`src/rtl/collision_manager.sv`:
```
// Car-vs-object collision detection with gameplay effects: lives, effect timers,
// game-over flag and the registered trshdObjs respawn strobe for the spawner.
module collision_manager #(
    parameter int unsigned START_LIVES   = 3,
    parameter int unsigned MAX_LIVES     = 5,
    parameter int unsigned INVULN_FRAMES = 60,
    parameter int unsigned SHIELD_FRAMES = 180,
    parameter int unsigned NOS_FRAMES    = 120,
    parameter int unsigned SPIN_FRAMES   = 30
) (
    input  logic        frame_clk,
    input  logic        Reset,
    input  logic [10:0] CarX,
    input  logic [10:0] CarY,
    input  logic [10:0] CarW,
    input  logic [10:0] CarH,
    input  logic [10:0] ObjX [8],
    input  logic [10:0] ObjY [8],
    input  logic [10:0] ObjW [8],
    input  logic [10:0] ObjH [8],
    output logic [7:0]  trshdObjs,
    output logic [2:0]  lives,
    output logic        game_over,
    output logic        shield_active,
    output logic        nos_active,
    output logic        spin_active,
    output logic        hit
);

    localparam logic [7:0] HAZARD_MASK = 8'b0010_0111;

    logic [7:0] trshd_q, trshd_d;
    logic [2:0] lives_q, lives_d;
    logic       go_q, go_d;
    logic       hit_q, hit_d;
    logic [7:0] invuln_q, invuln_d;
    logic [7:0] shield_q, shield_d;
    logic [7:0] nos_q, nos_d;
    logic [7:0] spin_q, spin_d;

    logic [7:0] overlap;
    logic [7:0] hits;
    logic       loss;
    logic       gain;
    logic [3:0] lives_sum;
    logic [2:0] lives_sat;

    // 12-bit sums keep box edges from wrapping; touching edges do not count.
    always_comb begin
        overlap = '0;
        for (int unsigned i = 0; i < 8; i++) begin
            overlap[i] = ({1'b0, CarX} < ({1'b0, ObjX[i]} + {1'b0, ObjW[i]})) &&
                         ({1'b0, ObjX[i]} < ({1'b0, CarX} + {1'b0, CarW})) &&
                         ({1'b0, CarY} < ({1'b0, ObjY[i]} + {1'b0, ObjH[i]})) &&
                         ({1'b0, ObjY[i]} < ({1'b0, CarY} + {1'b0, CarH}));
        end
    end

    always_comb begin
        hits      = overlap & ~trshd_q;
        loss      = (|(hits & HAZARD_MASK)) && (shield_q == '0) && (invuln_q == '0);
        gain      = hits[4];
        lives_sum = {1'b0, lives_q} + {3'b000, gain} - {3'b000, loss};
        lives_sat = (lives_sum > 4'(MAX_LIVES)) ? 3'(MAX_LIVES) : lives_sum[2:0];
    end

    always_comb begin
        trshd_d  = '0;
        hit_d    = 1'b0;
        lives_d  = lives_q;
        go_d     = go_q;
        invuln_d = (invuln_q != '0) ? invuln_q - 8'd1 : '0;
        shield_d = (shield_q != '0) ? shield_q - 8'd1 : '0;
        nos_d    = (nos_q    != '0) ? nos_q    - 8'd1 : '0;
        spin_d   = (spin_q   != '0) ? spin_q   - 8'd1 : '0;
        if (!go_q) begin
            trshd_d = hits;
            lives_d = lives_sat;
            if (lives_sat == '0)
                go_d = 1'b1;
            if (loss) begin
                hit_d    = 1'b1;
                invuln_d = 8'(INVULN_FRAMES);
            end
            if (hits[6] && (shield_q == '0))
                spin_d = 8'(SPIN_FRAMES);
            if (hits[3])
                nos_d = 8'(NOS_FRAMES);
            if (hits[7])
                shield_d = 8'(SHIELD_FRAMES);
        end
    end

    always_ff @(posedge frame_clk or posedge Reset) begin
        if (Reset) begin
            trshd_q  <= '0;
            lives_q  <= 3'(START_LIVES);
            go_q     <= 1'b0;
            hit_q    <= 1'b0;
            invuln_q <= '0;
            shield_q <= '0;
            nos_q    <= '0;
            spin_q   <= '0;
        end else begin
            trshd_q  <= trshd_d;
            lives_q  <= lives_d;
            go_q     <= go_d;
            hit_q    <= hit_d;
            invuln_q <= invuln_d;
            shield_q <= shield_d;
            nos_q    <= nos_d;
            spin_q   <= spin_d;
        end
    end

    assign trshdObjs     = trshd_q;
    assign lives         = lives_q;
    assign game_over     = go_q;
    assign hit           = hit_q;
    assign shield_active = (shield_q != '0);
    assign nos_active    = (nos_q != '0);
    assign spin_active   = (spin_q != '0);

endmodule

```
`config.mk`:
```
export PLATFORM = sky130hd
export DESIGN_NAME = collision_manager
export DESIGN_NICKNAME = d
export VERILOG_FILES = /design/src/rtl/collision_manager.sv
export SDC_FILE = /design/constraint.sdc
export NUM_CORES = 1
export LEC_CHECK = 0
export ABC_AREA = 1
export BUFFER_PORTS_ARGS = -buffer_cell sky130_fd_sc_hd__buf_2
export CORE_UTILIZATION = 40
export CTS_CLUSTER_DIAMETER = 150
export CTS_CLUSTER_SIZE = 24
export DETAILED_ROUTE_END_ITERATION = 8
export GPL_TIMING_DRIVEN = 0
export PLACE_DENSITY = 0.7
export REMOVE_ABC_BUFFERS = 1
export SLEW_MARGIN = 20
export SYNTH_ARGS = -nofsm -noshare
export SYNTH_HDL_FRONTEND = slang
export SYNTH_SLANG_ARGS = --single-unit
```
`constraint.sdc`:
```
create_clock -name frame_clk -period 4.5 [get_ports frame_clk]
set_input_delay 0.45 -clock frame_clk [delete_from_list [all_inputs] [get_ports frame_clk]]
set_output_delay 0.45 -clock frame_clk [all_outputs]
set_load 0.02 [all_outputs]
```
==> out/results.tsv, run 1 <==
stage	metric	value	unit
run_status	outcome	complete, but fails checks	
run_status	violations	setup timing	
timing	worstMarginPinSlew	0.873	ns
worst_setup_path	end_kind	flip-flop	
worst_setup_path	cp.depth	27	
worst_setup_path	start_kind	input port	
synth	synth_ff_type	dfrtp_1	
worst_setup_path	crit_arrival	4.79	ns
worst_setup_path	critical_path.top_delay_family	adder cells	
cts	clock_sinks	45	
worst_setup_path	crit_required	4.70	ns
global_route	gr-usage-all-layers	26.4	%
synth	syn_inst	2490	
synth	synth-seq-cells	45	
global_route	antenna_found_initial	13	
global_route	grt_max_degree	28	
run	max-cap-violations	0	
floorplanning	core-area	43000	um^2
worst_setup_path	criticalPathCategory	input port to flip-flop	
worst_setup_path	crit_buf_inv	5	
worst_setup_path	r2r-end	game_over$_DFF_PP0_	
global_route	grt_pass1_wl	91700	um
hold_path	hold_class	input port to async pin	
worst_setup_path	worstRegToRegCells	14	
power	max-vdd-ir-drop	0.143	mV
floorplanning	rows	76	
cts	cts_tree	built	
timing	period_needed	4.59	ns
synth	synth-edff-count	0	
layout	seqCellArea	1130	um^2
timing	setup-violations-final	4	
route	wl	60200	um
cts	numCtsBuffers	5	
global_route	first_global_vias	17400	
floorplanning	initial_core_util	40.5	%
route	ant_nets	0	
worst_setup_path	timing.rr.start	invuln_q[0]$_DFF_PP0_	
power	p_leak	12.3	nW
worst_setup_path	cp-endpoint	game_over$_DFF_PP0_	
cts	path_clk_slew	0.06	ns
synth	yosysTopAreaCell	ha_1	
timing	final.setup_skew	0.00264	ns
worst_setup_path	max_stage_delay	0.69	ns
cts	htreeDepth	2	
timing	hold_viol	0	
timing	max_clock_freq	218	MHz
cts	cts_hold_buf	0	
placement	gp_congestion	0.965	
synth	synth.distinct_cells	47	
cts	cts_root_buf	clkbuf_16	
timing	whs	0.173	ns
worst_setup_path	critPathSlowestCell	xnor2_2	
worst_setup_path	crit_fanout	8	
synth	yosysTopAreaCellShare	37.3	%
timing	maxSlewViolCount	0	
layout	drive_above_1_share	22.6	%
synth	synthArstFlopShare	100	%
route	drt_pass1_iterations	5	
synth	syn-cell-area	17400	um^2
timing	slew-limit-headroom	41.5	%
layout	nets	3917	
layout	fill_cells	4314	
layout	multi_input_area	15800	um^2
power	power_density	205	nW/um^2
timing	fin_ws	-0.0891	ns
synth	synth_area_leaders	ha_1 (37%), nand2_1 (10%), a21oi_1 (8.2%)	
worst_setup_path	r2r_setup_slack	1.12	ns
route	avgRoutedWirePerCell	16.8	um
cts	cts_max_path_buffers	2	
layout	area_growth	26.3	%
synth	yosys_warnings	0	
placement	dp_hpwl	50400	um
placement	dp_slack	-1.95	ns
placement	numPortBuffers	413	
synth	seq_area_frac_synth	6.48	%
route	drc	0	
floorplanning	num_io_pins	414	
synth	syn_area_per_cell	6.99	um^2
floorplanning	die_h	211	um
global_route	gr-total-overflow	0	
route	drt-initial-drc-count	943	
timing	rsz0062_at_grt	yes	
timing	finalCritPeriodShare	102	%
cts	clk-insertion-delay-late	0.28	ns
route	vias	18300	
worst_setup_path	cp-startpoint	CarX[0]	
floorplanning	die_width	211	um
worst_setup_path	path_common_cell	nand2_1	
floorplanning	die_area	44400	um^2
route	vias_per_cell	5.13	
==> routing by layer <==
metal,global-route usage (%),routed length [um]
met1,31.4,24900
met2,47.8,28500
met3,4.27,4560
met4,9.32,2190
met5,0,80
==> flip-flops by register name, summed over array words and instances, names as in the netlist <==
| register | cells |
|---|---|
| trshdObjs | 8 |
| game_over | 1 |
| spin_q | 8 |
| hit | 1 |
| invuln_q | 8 |
| lives | 3 |
| shield_q | 8 |
| nos_q | 8 |
==> report_power, final <==
| part | switching [mW] | leakage (nW) | internal [mW] |
|---|---|---|---|
| Clock | 0.158 | 0.0811 | 0.263 |
| Combinational | 2.12 | 11.7 | 1.57 |
| Sequential | 0 | 0.521 | 0.404 |
| Total | 2.28 | 12.3 | 2.24 |
==> through the flow <==
stage	cell area [um^2]	util, %	TNS (ns)	power (mW)	cells
finish	22000	51.2	-0.320	4.52	3577
global route	22000	51.1	-1.10	5.05	3568
CTS	21300	49.6	-0.592	4.31	3535
detailed placement	20500	47.6	-15.28	3.68	3497
global placement	20200	47.0	-36.24	3.55	3486
floorplan	17400	-	-1.24	2.62	2488
==> layout make-up <==
class / instances / share of cell area [%]
Clock inverter: 2 / 0.176
Tap cell: 585 / 3.33
Inverter: 357 / 6.09
Antenna cell: 10 / 0.114
Timing Repair Buffer: 486 / 12.8
Clock buffer: 6 / 0.586
Multi-Input combinational cell: 2086 / 71.7
Sequential cell: 45 / 5.13
==> logic make-up (layout without fill, tap and decap cells) <==
| group | count (synthesis) | after routing | share of synthesized area, % |
|---|---|---|---|
| AND/OR/NAND/NOR | 882 | 882 | 21.7 |
| adder cells (fa/ha/maj) | 538 | 538 | 39.5 |
| AO/OA/AOI/OAI | 492 | 492 | 15.8 |
| buffers and inverters | 359 | 851 | 7.78 |
| XOR/XNOR | 174 | 174 | 8.75 |
| flip-flops | 45 | 45 | 6.48 |
| other | 0 | 10 | 0 |
==> cell usage in the layout (no fill, tap or decap), types with 63 or more instances in the layout <==
cell and n:
inv_1 348, buf_4 63, xor2_1 109, a21oi_1 253
buf_2 396, o21ai_0 81, nor2_1 124, ha_1 501
nand3_1 124, nand2_1 466
==> cells in the mapped netlist (3+ instances only) <==
cell type	number
nor3_1	54
or2_2	3
dfrtp_1	43
a21o_1	17
xor2_1	119
o31a_1	3
nand3b_1	5
o2111ai_1	3
and3_1	3
a21oi_1	284
nor2_2	3
fa_1	19
a31oi_1	15
nand2_1	479
o21bai_1	30
ha_1	519
a21boi_0	4
inv_1	353
nand2_2	5
nor2_1	143
nand4_1	32
o21a_1	12
a211o_1	5
o21ai_0	91
o31ai_1	6
xnor2_1	55
a211oi_1	3
nand3_2	6
nand3_1	138
o211ai_1	14
==> how the worst min path moves through the flow <==
stage                               start                endpoint  slack (ns)  cells past startpoint
floorplan           invuln_q[0]$_DFF_PP0_   invuln_q[0]$_DFF_PP0_        0.40                      1
global placement    invuln_q[0]$_DFF_PP0_   invuln_q[0]$_DFF_PP0_        0.41                      1
detailed placement  invuln_q[0]$_DFF_PP0_   invuln_q[0]$_DFF_PP0_        0.42                      1
CTS                                 Reset     spin_q[4]$_DFF_PP0_        0.19                      2
global route                        Reset     spin_q[4]$_DFF_PP0_        0.21                      2
finish                              Reset  trshdObjs[7]$_DFF_PP0_        0.17                      2
==> timing repair <==
| action | in CTS | in global routing |
|---|---|---|
| setup endpoints to repair | 18 | 4 |
| resized for setup | 108 | 106 |
| pin swaps | 44 | 99 |
| setup buffers | 30 | 32 |
No activity file was read; power rests on OpenSTA's default activity.
==> run 2, diff against run 1 <==
RECOVER_POWER = 100   (was not set)
==> run 2 against run 1 <==
Net effect: the flow still finishes with violations (setup timing); critical path depth unchanged; critical endpoint unchanged; final area is 0.18% lower; worst setup slack about the same; count of clock-buffer cells in the layout unchanged; largest cell class unchanged; highest routed layer unchanged.
==> out/results.tsv, run 2 (synthesis gave the netlist of run 1 again) <==
stage	metric	value	unit	change
floorplanning	initial_core_util	40.5	%	unchanged
run_status	outcome	complete, but fails checks		
timing	slew-limit-headroom	3.19	%	-38 points
run_status	violations	setup timing		
cts	clock_sinks	45		unchanged
route	drc	0		unchanged
worst_setup_path	max_stage_delay	0.71	ns	+0.02 ns
cts	cts_tree	built		
route	ant_nets	0		unchanged
power	pwr-share-seq	9.0	%	about the same
layout	mostFrequentLayoutCells	ha_1 (501), nand2_1 (466), buf_2 (381)		
hold_path	hold_class	input port to async pin		
worst_setup_path	crit_arrival	4.79	ns	about the same
timing	setup-violations-final	4		unchanged
worst_setup_path	worstRegToRegCells	14		unchanged
global_route	gr-total-overflow	0		unchanged
placement	dp_hpwl	50400	um	unchanged
floorplanning	die_h	211	um	unchanged
worst_setup_path	cp.depth	27		unchanged
timing	final.setup_skew	0.00260	ns	-0.0000351 ns
power	p_leak	12.2	nW	-0.44%
worst_setup_path	critical_path.top_delay_family	adder cells		
global_route	grtUsageMet3	4.27	%	unchanged
power	swShare	50.5	%	about the same
cts	clk-insertion-delay-late	0.28	ns	about the same
worst_setup_path	r2r_setup_slack	1.12	ns	about the same
placement	numPortBuffers	413		unchanged
route	wl	60300	um	about the same
route	vias	18400		+0.19%
route	avgRoutedWirePerCell	16.9	um	+0.15%
power	p_clk_share	9.3	%	about the same
route	drt-initial-drc-count	912		-3.3%
timing	hold_viol	0		unchanged
floorplanning	core-area	43000	um^2	unchanged
timing	finalCritPeriodShare	102	%	about the same
timing	whs	0.302	ns	+0.129 ns
global_route	use_met1	31.4	%	unchanged
floorplanning	die_area	44400	um^2	unchanged
layout	nets	3917		unchanged
power	p_switching	2.28	mW	about the same
global_route	grt_busiest_layer	met2		
worst_setup_path	critPathSlowestCell	xnor2_2		
run	max-cap-violations	0		unchanged
timing	fin_setup_tns	-0.322	ns	-0.00128 ns
worst_setup_path	end_kind	flip-flop		
worst_setup_path	crit_fanout	8		unchanged
power	combPwrFrac	81.7	%	about the same
timing	worstMarginPinSlew	1.45	ns	+0.579 ns
timing	fin_ws	-0.0890	ns	+0.0000866 ns
power	internal_power	2.23	mW	about the same
worst_setup_path	r2r-end	game_over$_DFF_PP0_		
worst_setup_path	criticalPathCategory	input port to flip-flop		
worst_setup_path	start_kind	input port		
global_route	antenna_found_initial	13		unchanged
worst_setup_path	crit_required	4.70	ns	about the same
placement	placed_area	20500	um^2	unchanged
global_route	first_global_vias	17400		unchanged
cts	cts_root_buf	clkbuf_16		
layout	final_area	21900	um^2	-0.18%
timing	maxSlewViolCount	0		unchanged
placement	dp_slack	-1.95	ns	unchanged
global_route	grt_max_degree	28		unchanged
placement	gp_congestion	0.965		unchanged
layout	layout_commonest_cell	ha_1		
layout	drive_above_1_share	22.1	%	-0.57 points
cts	cts_max_path_buffers	2		unchanged
floorplanning	rows	76		unchanged
cts	numCtsBuffers	5		unchanged
timing	period_needed	4.59	ns	-0.0000866 ns
power	max-vdd-ir-drop	0.143	mV	about the same
worst_setup_path	timing.rr.start	invuln_q[0]$_DFF_PP0_		
global_route	gr-usage-all-layers	26.4	%	unchanged
layout	final_util	51.1	%	-0.093 points
cts	path_clk_slew	0.06	ns	about the same
timing	rsz0062_at_grt	yes		
power	power_density	206	nW/um^2	+0.15%
global_route	grtUsageMet2	47.8	%	unchanged
floorplanning	die_width	211	um	unchanged
worst_setup_path	path_common_cell	nand2_1		
floorplanning	num_io_pins	414		unchanged
cts	cts_hold_buf	0		unchanged
route	drt_pass1_iterations	5		unchanged
timing	max_clock_freq	218	MHz	about the same
route	vias_per_cell	5.14		+0.24%
worst_setup_path	crit_buf_inv	5		unchanged
global_route	grt_pass1_wl	91700	um	unchanged
cts	htreeDepth	2		unchanged
layout	area_growth	26.1	%	
## run 2: layer usage
| layer | vias to the layer above | part of all wire (%) |
|---|---|---|
| li1 | 9491 | - |
| met5 | - | 0.13 |
| met1 | 8094 | 42 |
| met4 | 12 | 3.7 |
| met2 | 645 | 47 |
| met3 | 141 | 7.4 |
## run 2: what timing repair did
item | CTS | global route
gates cloned | 0 | 0
setup endpoints to repair | 18 | 4
resized for setup | 108 | 106
pin swaps | 44 | 99
setup buffers | 30 | 32
## run 2: power by group through the flow
stage / Clock, mW / Sequential [mW] / Combinational (mW)
after floorplan: 0 / 0.412 / 2.21
after global placement: 0 / 0.412 / 3.13
after detailed placement: 0 / 0.412 / 3.26
after CTS: 0.434 / 0.404 / 3.47
after global routing: 0.449 / 0.404 / 4.20
final: 0.421 / 0.404 / 3.69
## run 2: worst max-delay path by stage
stage | startpoint | end | slack [ns]
finish | CarX[0] | game_over$_DFF_PP0_ | -0.09
global route | ObjH[22] | lives[1]$_DFFE_PP1N_ | -0.30
CTS | CarY[0] | game_over$_DFF_PP0_ | -0.20
detailed placement | CarY[0] | game_over$_DFF_PP0_ | -1.95
global placement | CarY[0] | game_over$_DFF_PP0_ | -2.40
floorplan | CarY[0] | game_over$_DFF_PP0_ | -0.42
## run 2: final cells by class
class,instances,area [um^2]
tap,585,732
fill,4327,21000
antenna,8,20.0
clock inverter,2,38.8
inverter,357,1340
multi-input combinational,2086,15800
sequential,45,1130
clock buffer,6,129
timing repair buffer,486,2780
## run 2: metrics by stage
step	power [mW]	std cells
3_3_place_gp	3.55	3486
4_1_cts	4.31	3535
5_1_grt	5.05	3568
2_1_floorplan	2.62	2488
6_report	4.52	3575
3_5_place_dp	3.68	3497
## run 2: worst reg2reg max path: stages (launching register included)
cell and delay (ns):
dfrtp_1 0.37, inv_1 0.11, ha_1 0.15, inv_1 0.04, nor4_1 0.73, inv_1 0.22, nor2_1 0.20, inv_1 0.07
nor2_2 0.10, ha_1 0.23, inv_1 0.06, ha_2 0.18, fa_2 0.45, buf_4 0.16, o31ai_4 0.22
==> run 3, diff against run 2 <==
SKIP_CTS_REPAIR_TIMING = 1   (was not set)
==> run 3 against run 2 <==
Net effect: the flow still finishes with violations (setup timing); global-route usage shrank 0.62 points; die area is the same; clock power is essentially flat; worst setup slack lost 0.21 ns; routed wire length shrank 0.71%; largest power group unchanged.
==> out/results.tsv, run 3 (synthesis gave the netlist of run 1 again) <==
stage	metric	value	unit	change
floorplanning	num_io_pins	414		unchanged
placement	placed_area	20500	um^2	unchanged
worst_setup_path	r2r-end	lives[1]$_DFFE_PP1N_		
layout	layout_commonest_cell	ha_1		
floorplanning	initial_core_util	40.5	%	unchanged
hold_path	hold_class	input port to async pin		
worst_setup_path	start_kind	input port		
route	drt-initial-drc-count	921		+0.99%
layout	area_growth	24.6	%	
worst_setup_path	worstRegToRegCells	15		+1
global_route	antenna_found_initial	14		+1
power	power_density	206	nW/um^2	about the same
floorplanning	core-area	43000	um^2	unchanged
timing	final.setup_skew	0.00272	ns	+0.000113 ns
floorplanning	die_h	211	um	unchanged
route	drt_pass1_iterations	5		unchanged
run	max-cap-violations	0		unchanged
global_route	first_global_vias	16900		-2.8%
timing	rsz0062_at_grt	yes		
global_route	grt_pass1_wl	89500	um	-2.4%
layout	mostFrequentLayoutCells	ha_1 (502), nand2_1 (468), buf_2 (385)		
route	avgRoutedWirePerCell	16.8	um	-0.18%
placement	numPortBuffers	413		unchanged
layout	final_util	50.5	%	-0.62 points
timing	worstMarginPinSlew	1.44	ns	-0.0121 ns
cts	clock_sinks	45		unchanged
layout	fill_cells	4336		+0.21%
floorplanning	die_area	44400	um^2	unchanged
power	max-vdd-ir-drop	0.145	mV	+1.4%
worst_setup_path	end_kind	flip-flop		
cts	cts_root_buf	clkbuf_16		
timing	fin_ws	-0.296	ns	-0.207 ns
cts	cts_tree	built		
timing	setup-violations-final	4		unchanged
timing	max_clock_freq	208	MHz	-4.3%
worst_setup_path	crit_arrival	5.00	ns	+0.21 ns
worst_setup_path	critPathSlowestCell	fa_2		
floorplanning	rows	76		unchanged
floorplanning	die_width	211	um	unchanged
timing	period_needed	4.80	ns	+0.207 ns
cts	path_clk_slew	0.06	ns	about the same
worst_setup_path	crit_fanout	8		unchanged
placement	gp_congestion	0.965		unchanged
timing	hold_viol	0		unchanged
placement	dp_hpwl	50400	um	unchanged
power	p_leak	12.1	nW	-1.1%
layout	final_area	21700	um^2	-1.2%
global_route	grt_max_degree	28		unchanged
worst_setup_path	crit_required	4.70	ns	about the same
timing	slew-limit-headroom	4.00	%	+0.81 points
layout	nets	3897		-0.51%
route	wl	59900	um	-0.71%
global_route	gr-total-overflow	0		unchanged
layout	drive_above_1_share	20.9	%	-1.2 points
route	vias_per_cell	5.13		-0.24%
route	vias	18200		-0.77%
worst_setup_path	max_stage_delay	0.39	ns	-0.32 ns
cts	cts_max_path_buffers	2		unchanged
cts	htreeDepth	2		unchanged
worst_setup_path	timing.rr.start	invuln_q[0]$_DFF_PP0_		
route	drc	0		unchanged
worst_setup_path	cp-startpoint	CarY[0]		
global_route	gr-usage-all-layers	25.8	%	-0.62 points
timing	finalCritPeriodShare	107	%	+4.6 points
run_status	outcome	complete, but fails checks		
worst_setup_path	criticalPathCategory	input port to flip-flop		
cts	numCtsBuffers	5		unchanged
run_status	violations	setup timing		
route	ant_nets	0		unchanged
cts	clk-insertion-delay-late	0.28	ns	about the same
worst_setup_path	r2r_setup_slack	1.11	ns	about the same
timing	maxSlewViolCount	0		unchanged
## run 3: worst max-delay path by stage
stage / endpoint / slack (ns) / depth (start not counted)
after global placement: game_over$_DFF_PP0_ / -2.40 / 28
after floorplan: game_over$_DFF_PP0_ / -0.42 / 27
after global routing: lives[2]$_DFFE_PP0N_ / -0.43 / 33
after detailed placement: game_over$_DFF_PP0_ / -1.95 / 29
final: game_over$_DFF_PP0_ / -0.30 / 29
after CTS: game_over$_DFF_PP0_ / -1.66 / 29
## run 3: cell type report
class	count	area (um^2)	area share [%]
Sequential cell	45	1130	5.20
Multi-Input combinational cell	2086	15700	72.5
Clock buffer	6	129	0.594
Tap cell	585	732	3.38
Clock inverter	2	38.8	0.179
Antenna cell	9	22.5	0.104
Timing Repair Buffer	466	2580	11.9
Inverter	357	1340	6.18
## run 3: report_power, final
part / leakage [nW] / total, mW / switching (mW) / internal [mW]
Clock: 0.0811 / 0.421 / 0.157 / 0.263
Sequential: 0.521 / 0.405 / 0 / 0.404
Combinational: 11.5 / 3.63 / 2.11 / 1.53
## run 3: critical path: cells and delay by family
family          cells  cell delay, ns
buf+inv             5            0.40
xor+xnor            2            0.38
compound gates      7            0.98
simple gates        9            1.15
fa+ha+maj           6            1.59
## run 3: metrics by stage
step | hold WS [ns] | setup WS, ns | instances | power [mW] | TNS [ns]
final | 0.301 | -0.296 | 3556 | 4.46 | -1.06
after global routing | 0.375 | -0.431 | 3548 | 5.00 | -1.69
after CTS | 0.185 | -1.66 | 3505 | 4.12 | -7.73
after detailed placement | 0.417 | -1.95 | 3497 | 3.68 | -15.28
after global placement | 0.413 | -2.40 | 3486 | 3.55 | -36.24
after floorplan | 0.403 | -0.416 | 2488 | 2.62 | -1.24
## run 3: per-layer routing
layer	global-route usage (%)	vias up	wire length [um]
li1	-	9459	-
met1	31.4	8057	25500
met2	46.9	589	28300
met3	3.79	123	3840
met4	7.10	14	2100
met5	0	-	92
